$ cat src/rtl/pack_pkg.sv
// Shared constants and types for the pack frame parser
// and the reusable CRC step.
package pack_pkg;

  localparam logic [7:0] SYNC0 = 8'hEB;
  localparam logic [7:0] SYNC1 = 8'h90;

  localparam int HEAD_LEN = 14;

  localparam logic [15:0] CRC_POLY = 16'h1021;
  localparam logic [15:0] CRC_INIT = 16'hFFFF;

  localparam logic [1:0] ERR_CRC = 2'd0;
  localparam logic [1:0] ERR_LEN = 2'd1;
  localparam logic [1:0] ERR_TMO = 2'd2;

  typedef enum logic [2:0] {
    ST_IDLE,
    ST_SYNC2,
    ST_HEAD,
    ST_LOAD,
    ST_TAIL,
    ST_CRC
  } state_t;

endpackage

$ cat src/rtl/pack_crc16_step.sv
// Byte-wise CRC-16/CCITT-FALSE update, purely combinational.
// crc_in: running CRC, data: next byte, crc_out: updated CRC.
module pack_crc16_step
  import pack_pkg::*;
(
  input  logic [15:0] crc_in,
  input  logic [7:0]  data,
  output logic [15:0] crc_out
);

  logic [15:0] c;

  always_comb begin
    c = crc_in ^ {data, 8'h00};
    for (int i = 0; i < 8; i++) begin
      if (c[15]) c = {c[14:0], 1'b0} ^ CRC_POLY;
      else       c = {c[14:0], 1'b0};
    end
    crc_out = c;
  end

endmodule

$ cat src/rtl/pack_parse.sv
// Receive-side pack frame parser: sync hunt, header latch,
// load/tail forwarding, CRC check, inter-byte timeout.
// In : clk_sys, rst, rx_data/rx_vld (byte stream, no backpressure)
// Out: ld_* load stream, tl_* tail stream, hd_* header fields + hd_vld,
//      pkt_ok / pkt_err + err_code status pulses, busy,
//      cnt_ok / cnt_err counters (built only with PACK_PARSE_CNT_EN).
module pack_parse
  import pack_pkg::*;
#(
  parameter logic [11:0] MAX_LOAD = 12'd3072,
  parameter int          TAIL_LEN = 36,
  parameter logic [15:0] GAP_MAX  = 16'd1024
) (
  input  logic        clk_sys,
  input  logic        rst,
  input  logic [7:0]  rx_data,
  input  logic        rx_vld,
  output logic [7:0]  ld_data,
  output logic        ld_vld,
  output logic        ld_sop,
  output logic        ld_eop,
  output logic [7:0]  tl_data,
  output logic        tl_vld,
  output logic [7:0]  hd_dev_id,
  output logic [7:0]  hd_sample,
  output logic [11:0] hd_len,
  output logic [31:0] hd_utc,
  output logic [31:0] hd_ns,
  output logic        hd_vld,
  output logic        pkt_ok,
  output logic        pkt_err,
  output logic [1:0]  err_code,
  output logic        busy,
  output logic [15:0] cnt_ok,
  output logic [15:0] cnt_err
);

  state_t state, state_nxt;
  logic [11:0] cnt, cnt_nxt;
  logic [15:0] gap;
  logic [15:0] crc_q, crc_base, crc_step;
  logic [7:0]  crc_hi;

  logic [7:0]  s_dev, s_smp;
  logic [11:0] s_len;
  logic [31:0] s_utc, s_ns;

  logic tmo, acc;
  logic ld_go, ld_first, ld_last, tl_go;
  logic hd_go, ok_go, err_go;
  logic [1:0] code_go;
  logic crc_upd, crc_init;

  // Timeout wins over a byte arriving in the same cycle.
  assign tmo  = (state != ST_IDLE) && (gap == GAP_MAX);
  assign acc  = rx_vld && !tmo;
  assign busy = (state != ST_IDLE);

  // A fresh 0xEB always restarts the CRC from its seed.
  assign crc_base = crc_init ? CRC_INIT : crc_q;

  pack_crc16_step u_crc (
    .crc_in  (crc_base),
    .data    (rx_data),
    .crc_out (crc_step)
  );

  always_ff @(posedge clk_sys or posedge rst) begin
    if (rst) begin
      state <= ST_IDLE;
      cnt   <= '0;
    end else begin
      state <= state_nxt;
      cnt   <= cnt_nxt;
    end
  end

  always_comb begin
    state_nxt = state;
    cnt_nxt   = cnt;
    ld_go     = 1'b0;
    ld_first  = 1'b0;
    ld_last   = 1'b0;
    tl_go     = 1'b0;
    hd_go     = 1'b0;
    ok_go     = 1'b0;
    err_go    = 1'b0;
    code_go   = ERR_CRC;
    crc_upd   = 1'b0;
    crc_init  = 1'b0;
    if (tmo) begin
      state_nxt = ST_IDLE;
      cnt_nxt   = '0;
      err_go    = 1'b1;
      code_go   = ERR_TMO;
    end else if (rx_vld) begin
      unique case (state)
        ST_IDLE: begin
          if (rx_data == SYNC0) begin
            state_nxt = ST_SYNC2;
            crc_upd   = 1'b1;
            crc_init  = 1'b1;
          end
        end
        ST_SYNC2: begin
          if (rx_data == SYNC1) begin
            state_nxt = ST_HEAD;
            cnt_nxt   = '0;
            crc_upd   = 1'b1;
          end else if (rx_data == SYNC0) begin
            crc_upd  = 1'b1;
            crc_init = 1'b1;
          end else begin
            state_nxt = ST_IDLE;
          end
        end
        ST_HEAD: begin
          crc_upd = 1'b1;
          if (cnt == 12'(HEAD_LEN - 3)) begin
            cnt_nxt = '0;
            if (s_len == 12'd0 || s_len > MAX_LOAD) begin
              state_nxt = ST_IDLE;
              err_go    = 1'b1;
              code_go   = ERR_LEN;
            end else begin
              state_nxt = ST_LOAD;
              hd_go     = 1'b1;
            end
          end else begin
            cnt_nxt = cnt + 12'd1;
          end
        end
        ST_LOAD: begin
          crc_upd  = 1'b1;
          ld_go    = 1'b1;
          ld_first = (cnt == 12'd0);
          if (cnt == s_len - 12'd1) begin
            ld_last   = 1'b1;
            cnt_nxt   = '0;
            state_nxt = ST_TAIL;
          end else begin
            cnt_nxt = cnt + 12'd1;
          end
        end
        ST_TAIL: begin
          crc_upd = 1'b1;
          tl_go   = 1'b1;
          if (cnt == 12'(TAIL_LEN - 1)) begin
            cnt_nxt   = '0;
            state_nxt = ST_CRC;
          end else begin
            cnt_nxt = cnt + 12'd1;
          end
        end
        ST_CRC: begin
          if (cnt == 12'd0) begin
            cnt_nxt = 12'd1;
          end else begin
            cnt_nxt   = '0;
            state_nxt = ST_IDLE;
            if ({crc_hi, rx_data} == crc_q) begin
              ok_go = 1'b1;
            end else begin
              err_go  = 1'b1;
              code_go = ERR_CRC;
            end
          end
        end
        default: state_nxt = ST_IDLE;
      endcase
    end
  end

  always_ff @(posedge clk_sys or posedge rst) begin
    if (rst) begin
      gap <= '0;
    end else if (state == ST_IDLE || rx_vld || tmo) begin
      gap <= '0;
    end else begin
      gap <= gap + 16'd1;
    end
  end

  always_ff @(posedge clk_sys or posedge rst) begin
    if (rst) begin
      crc_q  <= CRC_INIT;
      crc_hi <= '0;
      s_dev  <= '0;
      s_smp  <= '0;
      s_len  <= '0;
      s_utc  <= '0;
      s_ns   <= '0;
    end else begin
      if (crc_upd) crc_q <= crc_step;
      if (acc && state == ST_CRC && cnt == 12'd0) crc_hi <= rx_data;
      if (acc && state == ST_HEAD) begin
        if (cnt == 12'd0)      s_dev <= rx_data;
        else if (cnt == 12'd1) s_smp <= rx_data;
        else if (cnt == 12'd2) s_len[11:8] <= rx_data[3:0];
        else if (cnt == 12'd3) s_len[7:0] <= rx_data;
        else if (cnt < 12'd8)  s_utc <= {s_utc[23:0], rx_data};
        else                   s_ns <= {s_ns[23:0], rx_data};
      end
    end
  end

  always_ff @(posedge clk_sys or posedge rst) begin
    if (rst) begin
      ld_data   <= '0;
      ld_vld    <= 1'b0;
      ld_sop    <= 1'b0;
      ld_eop    <= 1'b0;
      tl_data   <= '0;
      tl_vld    <= 1'b0;
      hd_dev_id <= '0;
      hd_sample <= '0;
      hd_len    <= '0;
      hd_utc    <= '0;
      hd_ns     <= '0;
      hd_vld    <= 1'b0;
      pkt_ok    <= 1'b0;
      pkt_err   <= 1'b0;
      err_code  <= '0;
    end else begin
      ld_vld  <= ld_go;
      ld_sop  <= ld_go && ld_first;
      ld_eop  <= ld_last;
      tl_vld  <= tl_go;
      hd_vld  <= hd_go;
      pkt_ok  <= ok_go;
      pkt_err <= err_go;
      err_code <= err_go ? code_go : 2'd0;
      if (ld_go) ld_data <= rx_data;
      if (tl_go) tl_data <= rx_data;
      if (hd_go) begin
        hd_dev_id <= s_dev;
        hd_sample <= s_smp;
        hd_len    <= s_len;
        hd_utc    <= s_utc;
        hd_ns     <= {s_ns[23:0], rx_data};
      end
    end
  end

`ifdef PACK_PARSE_CNT_EN
  always_ff @(posedge clk_sys or posedge rst) begin
    if (rst) begin
      cnt_ok  <= '0;
      cnt_err <= '0;
    end else begin
      if (pkt_ok && cnt_ok != 16'hFFFF)   cnt_ok  <= cnt_ok + 16'd1;
      if (pkt_err && cnt_err != 16'hFFFF) cnt_err <= cnt_err + 16'd1;
    end
  end
`else
  assign cnt_ok  = '0;
  assign cnt_err = '0;
`endif

endmodule
$ cat config.mk
export PLATFORM = sky130hd
export DESIGN_NAME = pack_parse
export DESIGN_NICKNAME = d
export VERILOG_FILES = /design/src/rtl/pack_pkg.sv /design/src/rtl/pack_crc16_step.sv /design/src/rtl/pack_parse.sv
export SDC_FILE = /design/constraint.sdc
export NUM_CORES = 1
export LEC_CHECK = 0
export CORE_MARGIN = 2
export CORE_UTILIZATION = 50
export DETAILED_ROUTE_END_ITERATION = 10
export GPL_TIMING_DRIVEN = 0
export PLACE_DENSITY = 0.83
export REMOVE_ABC_BUFFERS = 1
export SLEW_MARGIN = 0
export SYNTH_ARGS = -nofsm -noshare
export SYNTH_HDL_FRONTEND = slang
export SYNTH_HIERARCHICAL = 1
export SYNTH_SLANG_ARGS = --single-unit
$ cat constraint.sdc
create_clock -name clk_sys -period 9.23 [get_ports clk_sys]
set_clock_uncertainty 0.15 [all_clocks]
set_input_delay 2.3075 -clock clk_sys [delete_from_list [all_inputs] [get_ports clk_sys]]
set_output_delay 2.3075 -clock clk_sys [all_outputs]
set_load 0.01 [all_outputs]
==> impl_metrics.json <==
{
  "start_util_pct": 50.7,
  "synthFlopType": "dfrtp_1",
  "synth-edff-count": 0,
  "layout.cells.non_filler": 1388,
  "hold_path_class": "reg -> reg",
  "initialDrtViolationCount": 443,
  "relSlewSlack_pct": 31.5,
  "fp.dieW_um": 158,
  "drv_cap": 0,
  "ys_seq_area_share_pct": 54.2,
  "worstPathCellList": "clkdlybuf4s50_1 -> nand2b_1 -> nor4_1 -> nand4_1 -> nand2b_1 -> xnor2_2 -> xor3_4 -> mux2_2",
  "n_antenna_cell": 0,
  "drc": 0,
  "hold_buffers": 0,
  "cts_tree": "yes",
  "cpPeakStageDelay_ns": 0.96,
  "fin_crit_sh_pct": 65.4,
  "r2r_cells": 8,
  "finalPower_w": 0.00252,
  "regToRegSetupSlack_ns": 5.20,
  "drtAntennaViolNets": 0,
  "finalCriticalPeriod_ns": 6.04,
  "outcome": "complete, no violations",
  "grt_overflow": 0,
  "cp_top_family": "simple AND/OR/NAND/NOR gates",
  "fp.coreArea_um2": 23400,
  "syn_avg_cell_area_um2": 12.7,
  "rsz0062_at_grt": "no",
  "fill_cells": 1820,
  "power_density_nw_per_um2": 178,
  "cp_max_fo": 16,
  "synthArstFlopShare_pct": 100,
  "drive_gt1_share_pct": 26.6,
  "cp_slowest_cell": "clkdlybuf4s50_1",
  "postCtsSetupBuffers": 0,
  "r2r-end": "crc_q[6]$_DFFE_PP1P_",
  "end_kind": "register",
  "postCtsResizedCells": 0,
  "hpwl_um": 16100,
  "min_path_cells": 2,
  "cts_made_buffers": 26,
  "grt_pass1_vias": 7451,
  "wl_um": 24600,
  "vdd_ir_drop_max_mv": 0.107,
  "fmax_mhz": 166,
  "synth-seq-cells": 256,
  "io_pins": 161,
  "synth.area.top_cells": "dfrtp_1, mux2_2, dfstp_2",
  "grt_max_degree": 100,
  "hold_end": "tl_data[4]$_DFFE_PP0P_",
  "clk_path_buf_depth": 3,
  "worstMarginPinSlew_ns": 1.02,
  "worstPathArrival_ns": 6.34,
  "gp_congestion": 0.842,
  "yosysUniqueCellTypes": 64,
  "final_nets": 1071,
  "hold_violations": 0,
  "syn_area_um2": 11900,
  "area_growth_pct": 19.8,
  "required_ns": 9.53,
  "layout_commonest_cell": "dfrtp_1",
  "syn_inst": 936,
  "ctsHtreeMaxLevel": 1,
  "ys_warn_count": 6,
  "track_usage_pct": 19.9,
  "start_kind": "input port",
  "cts.sinks": 256,
  "setup_viol": 0,
  "crit_type": "in -> reg",
  "maxSlewViolCount": 0,
  "clockRootBuffer": "clkbuf_16",
  "dp.cells": 1341,
  "antenna_found_initial": 0,
  "synth_top_area_share_pct": 50.7,
  "rows": 56,
  "layout_common_cells": "dfrtp_1, mux2_2, clkdlybuf4s50_1",
  "clk_pin_slew_ns": 0.06,
  "clk_latency_ns": 0.53,
  "cpMostUsedCell": "nand2b_1",
  "drt-pass1-iter-count": 4,
  "hold_start": "tl_data[4]$_DFFE_PP0P_",
  "routed_via_density": 5.29,
  "vias": 7349,
  "leakagePower_nw": 6.80,
  "portBuffers": 128,
  "grt_pass1_wl_um": 39400,
  "dieArea_um2": 25000,
  "netlist.top_cell.by_area": "dfrtp_1",
  "die_h_um": 158,
  "worstReg2RegStart": "gap[8]$_DFF_PP0_",
  "wire_per_inst_um": 17.7,
  "crit_buf_inv": 1
}
[report_power, final]
part / switching, W / internal [W]
Combinational: 0.000122 / 0.000126
Sequential: 0.0000279 / 0.00116
Clock: 0.000431 / 0.000659
[flip-flops by register name, indices dropped and copies added, names as in the netlist, 12 cells and up]
register / cells
cnt: 12
hd_utc: 32
hd_ns: 32
s_ns: 24
s_len: 12
crc_q: 16
gap: 16
s_utc: 32
hd_len: 12
[cell families (layout without fill, tap and decap cells)]
kind of cell	count (synthesis)	count (layout)	share of synthesized area [%]
buf+inv	103	205	5.03
fa+ha+maj	10	10	1.06
compound gates	65	65	3.24
xor+xnor	66	66	6.41
simple gates	230	230	10.4
other cells	1	32	0.0316
flops	256	256	54.2
mux	205	205	19.6
[per-stage QoR]
step / worst slack (ns) / hold slack [ns] / utilization (%) / setup TNS, ns / cell area, um2
after floorplan: -0.243 / 0.320 / - / -58.26 / 11500
after global placement: -3.26 / 0.310 / 56.2 / -785.61 / 13100
after detailed placement: 2.64 / 0.319 / 56.8 / 0 / 13300
after CTS: 3.21 / 0.333 / 60.7 / 0 / 14200
after global routing: 2.96 / 0.359 / 60.7 / 0 / 14200
final: 3.19 / 0.328 / 60.7 / 0 / 14200
[Yosys cell counts, drive strengths merged (3+ instances only)]
cell / instances
a211oi: 3
a21oi: 21
a31oi: 9
and3: 10
buf: 56
clkbuf: 23
dfrtp: 240
dfstp: 16
ha: 10
inv: 22
mux2: 201
mux2i: 4
nand2: 73
nand2b: 22
nand3: 16
nand3b: 3
nand4: 15
nor2: 38
nor2b: 6
nor3: 12
nor4: 6
nor4b: 3
o21ai: 22
o22ai: 3
or2: 3
or3: 8
or4: 3
xnor2: 45
xnor3: 5
xor2: 12
xor3: 4
[worst max path at each step]
stage | from | endpoint | slack (ns) | cells after the start
6_report | rx_data[2] | crc_q[15]$_DFFE_PP1P_ | 3.19 | 8
3_3_place_gp | rst | gap[0]$_DFF_PP0_ | -3.26 | 2
3_5_place_dp | rx_data[2] | crc_q[15]$_DFFE_PP1P_ | 2.64 | 8
4_1_cts | rx_data[2] | crc_q[15]$_DFFE_PP1P_ | 3.21 | 8
5_1_grt | rx_data[2] | crc_q[7]$_DFFE_PP1P_ | 2.96 | 8
2_1_floorplan | rst | cnt[0]$_DFFE_PP0P_ | -0.24 | 1
[tightest hold or removal path, stage by stage (launching register included)]
cell     delay, ns
dfrtp_1       0.34
nand2_1       0.05
nand2_1       0.05
[cell type report]
class	instances	area, um2	area share [%]
Sequential cell	256	6430	45.3
Multi-Input combinational cell	608	4970	35.0
Timing Repair Buffer	134	1410	9.93
Clock buffer	39	769	5.42
Tap cell	319	399	2.81
Clock inverter	8	129	0.908
Inverter	24	97.6	0.687
[per-layer routing]
layer / GRT usage [%] / wire (um)
met5: 0 / 0
met1: 25.4 / 10200
met2: 34.7 / 12500
met3: 3.09 / 1160
met4: 6.78 / 749
Note: power is estimated with default switching activity, not from simulation.
